### config.mk
export PLATFORM = sky130hd
export DESIGN_NAME = noc_merge_2to1
export DESIGN_NICKNAME = d
export VERILOG_FILES = /design/src/rtl/noc_merge_2to1.sv
export SDC_FILE = /design/constraint.sdc
export NUM_CORES = 1
export LEC_CHECK = 0
export CAP_MARGIN = 20
export CORE_MARGIN = 4
export CORE_UTILIZATION = 49
export CTS_BUF_LIST = sky130_fd_sc_hd__clkbuf_4 sky130_fd_sc_hd__clkbuf_8
export DETAILED_ROUTE_END_ITERATION = 10
export GPL_TIMING_DRIVEN = 0
export PLACE_DENSITY_LB_ADDON = 0.2
export SKIP_LAST_GASP = 1
export SLEW_MARGIN = 20
export SYNTH_ARGS = -nofsm -noshare
export SYNTH_HDL_FRONTEND = slang
export SYNTH_SLANG_ARGS = --single-unit
### constraint.sdc
create_clock -name clk -period 2.7 [get_ports clk]
set_input_delay 0.54 -clock clk [delete_from_list [all_inputs] [get_ports clk]]
set_output_delay 0.54 -clock clk [all_outputs]
set_load 0.005 [all_outputs]
### src/rtl/noc_merge_2to1.sv
// Two-input packet merge with alternating arbitration into a small output FIFO.
// Define NOC_MERGE_STATS_EN to add per-input saturating grant counters.
module noc_merge_2to1 #(
  parameter int unsigned WIDTH = 33,
  parameter int unsigned DEPTH = 2
) (
  input  logic             clk,
  input  logic             rst,
  input  logic             in0_valid,
  input  logic [WIDTH-1:0] in0_data,
  output logic             in0_ready,
  input  logic             in1_valid,
  input  logic [WIDTH-1:0] in1_data,
  output logic             in1_ready,
  output logic             out_valid,
  output logic [WIDTH-1:0] out_data,
  output logic             out_src,
  input  logic             out_ready
`ifdef NOC_MERGE_STATS_EN
  ,
  output logic [15:0]      grant_cnt0,
  output logic [15:0]      grant_cnt1
`endif
);

  localparam int unsigned PtrW = (DEPTH > 2) ? 2 : 1;
  localparam int unsigned CntW = PtrW + 1;
  localparam logic [CntW-1:0] DepthCnt = CntW'(DEPTH);
  localparam logic [PtrW-1:0] LastPtr = PtrW'(DEPTH - 1);

  logic [WIDTH:0]    mem [DEPTH];
  logic [PtrW-1:0]   rdPtrQ, wrPtrQ;
  logic [CntW-1:0]   countQ;
  logic              lastWinnerQ;

  logic              grant0, grant1, notFull;
  logic              push0, push1, push, pop;
  logic [WIDTH:0]    pushEntry;

  function automatic logic [PtrW-1:0] incPtr(input logic [PtrW-1:0] p);
    return (p == LastPtr) ? '0 : p + 1'b1;
  endfunction

  // Ready depends only on valids, local state and rst, never on out_ready.
  always_comb begin
    grant0    = in0_valid && (!in1_valid || lastWinnerQ);
    grant1    = in1_valid && (!in0_valid || !lastWinnerQ);
    notFull   = countQ < DepthCnt;
    in0_ready = grant0 && notFull && !rst;
    in1_ready = grant1 && notFull && !rst;
    push0     = in0_valid && in0_ready;
    push1     = in1_valid && in1_ready;
    push      = push0 || push1;
    pushEntry = push1 ? {1'b1, in1_data} : {1'b0, in0_data};
    out_valid = countQ != '0;
    pop       = out_valid && out_ready;
    out_data  = mem[rdPtrQ][WIDTH-1:0];
    out_src   = mem[rdPtrQ][WIDTH];
  end

  always_ff @(posedge clk) begin
    if (rst) begin
      rdPtrQ      <= '0;
      wrPtrQ      <= '0;
      countQ      <= '0;
      lastWinnerQ <= 1'b1;
      for (int i = 0; i < int'(DEPTH); i++) begin
        mem[i] <= '0;
      end
    end else begin
      if (push) begin
        mem[wrPtrQ] <= pushEntry;
        wrPtrQ      <= incPtr(wrPtrQ);
        lastWinnerQ <= push1;
      end
      if (pop) begin
        rdPtrQ <= incPtr(rdPtrQ);
      end
      if (push && !pop) begin
        countQ <= countQ + 1'b1;
      end else if (pop && !push) begin
        countQ <= countQ - 1'b1;
      end
    end
  end

`ifdef NOC_MERGE_STATS_EN
  always_ff @(posedge clk) begin
    if (rst) begin
      grant_cnt0 <= '0;
      grant_cnt1 <= '0;
    end else begin
      if (push0 && grant_cnt0 != 16'hFFFF) begin
        grant_cnt0 <= grant_cnt0 + 16'd1;
      end
      if (push1 && grant_cnt1 != 16'hFFFF) begin
        grant_cnt1 <= grant_cnt1 + 16'd1;
      end
    end
  end
`endif

endmodule
Word level (Yosys, flattened, before mapping)
Memory sizes are Yosys's and may differ from the RTL's. A register that Yosys moved wholly into a read port is not among the register bits.
Index checks and enable logic that the tools add are counted.
W data, S select, Z words.
- memories: 1
- memory bits (writable): 68
- register bits after elaboration: 5
- bits of input ports: 71
- output and inout port bits: 37
- word-level logic and storage cells: 48
- reductions and logical operators: 23
- multiplexer cells: 15
- add/subtract/negate cells: 4
- magnitude comparators: 1
- memories (memory ; depth ; width ; read ports ; clocked after Yosys merged registers in ; wr ports ; line ; text):
    mem ; 2 ; 34 ; 1 ; 1 ; 2 ; 31 ; logic [WIDTH:0] mem [DEPTH];
- operator list (kind ; number):
    $mux W34 ; 2
    $reduce_or A34 Y1 ; 1
    $logic_and A1 B1 Y1 ; 11
    $mux W1 ; 11
    $logic_not A1 Y1 ; 6
    $mux W2 ; 2
    $reduce_bool A2 Y1 ; 2
    $logic_or A1 B1 Y1 ; 3
    $add A1 B1 Y1 const B ; 2
    $add A2 B1 Y2 const B ; 1
    $lt A2 B2 Y1 const B ; 1
    $sub A2 B1 Y2 const B ; 1

Longest topological paths before layout
Gate-level depths: netlist (run 1).
- depth after elaboration: 12
- depth in mapped cells: 7
- depth with buffers taken out: 6

Worst setup path after synthesis (run 1)
No wires, ideal clock.
- kind: input port to flip-flop
- start point: input rst
- end point: memory mem[0][0] (netlist bit) (enable)
- library setup time: 0.396 ns
- stages on the path: 4
- setup slack: 0.242 ns
- data required time: 2.304 ns
- buffers on the path: 1
- arrival: 2.061 ns
- cell sequence: or2_1 or3_1 buf_6 nand2b_1
- RTL lines (what ; line ; text):
    start, declared ; 8 ; input logic rst,
    end, declared ; 31 ;

==> results.cfg, run 1 <==
[detailed_routing]
drc = 0
wire_per_inst_um = 18.0
firstDrtPassIters = 5
dr_total_vias = 2968
via_per_inst = 5.70
routed_wl_um = 9360
ant_nets = 0
initialDrtViolationCount = 196

[clock_tree]
tritoncts = done
clk_pin_slew_ps = 70
cts_max_path_buffers = 2
cts_sinks = 74
cts_made_buffers = 9
clkLatencyLatePin_ps = 330
cts_hold_buf = 0
h-tree-depth = 3
cts_root_buf = clkbuf_8

[global_route]
track_usage_pct = 21.4
grt_pass1_wl_um = 14300
antenna_found_initial = 0
grt_start_max_net_pins = 25
gr-total-overflow = 0
first_global_vias = 3074

[finish]
layout-drive-gt1-share_pct = 16.9
final_common_cell = clkdlybuf4s50_1
fill_cells = 508
final_cell_mix = clkdlybuf4s50_1 (104), edfxtp_1 (68), a21oi_1 (67)
final_nets = 492
synthToLayoutAreaGrowth_pct = 42.0
fin_cells = 521
diodes = 0

[yosys]
synth.top_cell.area_share_pct = 57.5
synthMuxAreaShare_pct = 10.8
synth_simple_gate_area_share_pct = 7.15
synth_warnings = 0
yosys.area.top_type = edfxtp_1
synthTopCellsByArea = edfxtp_1 (57%), mux2_2 (11%), a21oi_1 (9.4%)
syn_area_um2 = 3550
synth_top_family_by_area = compound AO/OA/AOI/OAI gates
synth-compound-area-share_pct = 15.9
ys.flop_type = edfxtp_1
ys_ff_latch = 74
synth_fa_ha_area_share_pct = 0.352
synth_xor_xnor_area_share_pct = 0.740
async_reset_ff_share_pct = 0
synth_fp_nets = 371
ys_seq_area_share_pct = 60.9
synth_edf_count = 68
synthCells = 299
syn_avg_cell_area_um2 = 11.9
synthDistinctLibCells = 25

[floorplan]
die_w_um = 93.1
die_area_um2 = 8680
boundaryPins = 108
start_util_pct = 51.4
core_um2 = 6910
rows = 30
fp.dieH_um = 93.1

[hold_path]
min-delay-start = wrPtrQ
min_to = wrPtrQ
hold_depth = 2
worstHoldPathType = register to register

[critical_path]
path_delay_family = buffers and inverters
cp.arrival_ps = 2040
path_max_fanout = 10
rr_startpoint = countQ[1]
worst-path-buf-inv = 2
crit_slowest_cell = dfxtp_1
r2r_cells = 6
reg2reg_to = mem[0][21]
rrSetupSlack_ps = 650
worst_setup_path_end_kind = output pin
slowest_delay_ps = 510
crit_chain = buf_2, mux2_2, clkdlybuf4s50_1
crit_required_ps = 2160
start_kind = register
worstSetupPathType = register to output pin

[sta]
fin_ws_ps = 117
fmax_mhz = 387
finalSetupViolations = 0
maxSlewViolCount = 0
final-hold-violation-count = 0
rsz0062_at_grt = no
hold_ws_ps = 493
period_share_pct = 95.7
slew-limit-headroom_pct = 65.5
period_needed_ps = 2580
finalSetupTns_ps = 0
tightest_slew_ps = 518
clock_skew_ps = 6.57

[place]
place_ws_ps = -571
dpl.hpwl_um = 6500
routabilityCongestion = 0.737
port-buffer-count = 106
placedCellCount = 503

[flow_run]
drv_cap = 0

[power]
vdd_drop_max_v = 0.000545
pwr_density_cell_nw_per_um2 = 763
leakage_uw = 0.00182

[run_status]
status = completed
## cell type report
| class | count | area [µm²] | area share, % |
|---|---|---|---|
| Buffer | 25 | 154 | 3.05 |
| Clock buffer | 10 | 131 | 2.61 |
| Clock inverter | 6 | 81.3 | 1.61 |
| Inverter | 2 | 7.51 | 0.149 |
| Multi-Input combinational cell | 197 | 1250 | 24.9 |
| Sequential cell | 74 | 2160 | 42.9 |
| Tap cell | 96 | 120 | 2.38 |
| Timing Repair Buffer | 111 | 1130 | 22.5 |
## power by group
part | switching [µW] | leakage, µW | total (µW) | internal [µW]
Sequential | 66.8 | 0.000765 | 1540 | 1470
Clock | 393 | 0.000107 | 917 | 525
Combinational | 614 | 0.000945 | 1390 | 779
Total | 1070 | 0.00182 | 3850 | 2770
## registers in the layout, indices dropped and copies added (netlist names), named ones only
name         flops
wrPtrQ           1
lastWinnerQ      1
mem             68
rdPtrQ           1
countQ           2
## stage by stage
step | instance area (µm²) | utilization (%) | power (µW)
after floorplan | 3550 | - | 2230
after global placement | 4730 | 68.5 | 2880
after detailed placement | 4790 | 69.3 | 2930
after CTS | 5030 | 72.8 | 3860
after global routing | 5040 | 73.0 | 4030
final | 5040 | 73.0 | 3850
## how the worst max path moves through the flow
stage,start,end,slack [ps],cells after the start
after CTS,rst,in1_ready,-40,7
after floorplan,rst,mem[0][0],240,4
final,register,out_data[31],120,3
after global placement,rst,mem[0][15],-760,5
after global routing,register,out_data[31],40,3
after detailed placement,rst,in1_ready,-570,7
## Yosys cell counts, drive strengths merged (2+ instances only)
cell type and n:
o21ai 36, xor2 3, edfxtp 68, clkbuf 10, nor2 9, dfxtp 6
a21oi 68, mux2 34, nand3 33, or2 2, inv 2, buf 16
nand2b 3, or3 2
## layer usage
layer	vias to the layer above	track usage (%)	wire length (µm)
li1	1383	-	-
met1	1439	26.0	3740
met4	0	8.42	110
met3	13	4.10	664
met5	-	0	0
met2	133	37.3	4840
## logic make-up after synthesis
logic type               after synthesis
AO/OA/AOI/OAI                        108
XOR/XNOR                               3
adder cells (fa/ha/maj)                1
buffers and inverters                 28
flip-flops                            74
multiplexers                          34
AND/OR/NAND/NOR                       51
## worst reg2reg max path: cells and delay by family (launching register included)
family | cells | cell delay (ps)
flops | 1 | 310
buf+inv | 3 | 530
simple gates | 3 | 890
## repair_timing
item | in CTS | in global routing
resized for setup | 8 | 2
buffers inserted | 2 | 1
gates cloned | 0 | 0
setup endpoints to repair | 31 | 1
pin swaps | 1 | 1
endpoints found under the hold margin | 0 | 0
Note: power is estimated with default switching activity, not from simulation.
==> run 2, diff against run 1 <==
ABC_CLOCK_PERIOD_IN_PS = 2700   (was default)
==> results of run 2 <==
The final DEF is identical to that of run 1; final timing and power are the same.
==> run 3, diff against run 2 <==
HOLD_SLACK_MARGIN = 0.1   (was default)
==> results of run 3 <==
The final DEF is identical to that of run 1; final timing and power are the same.
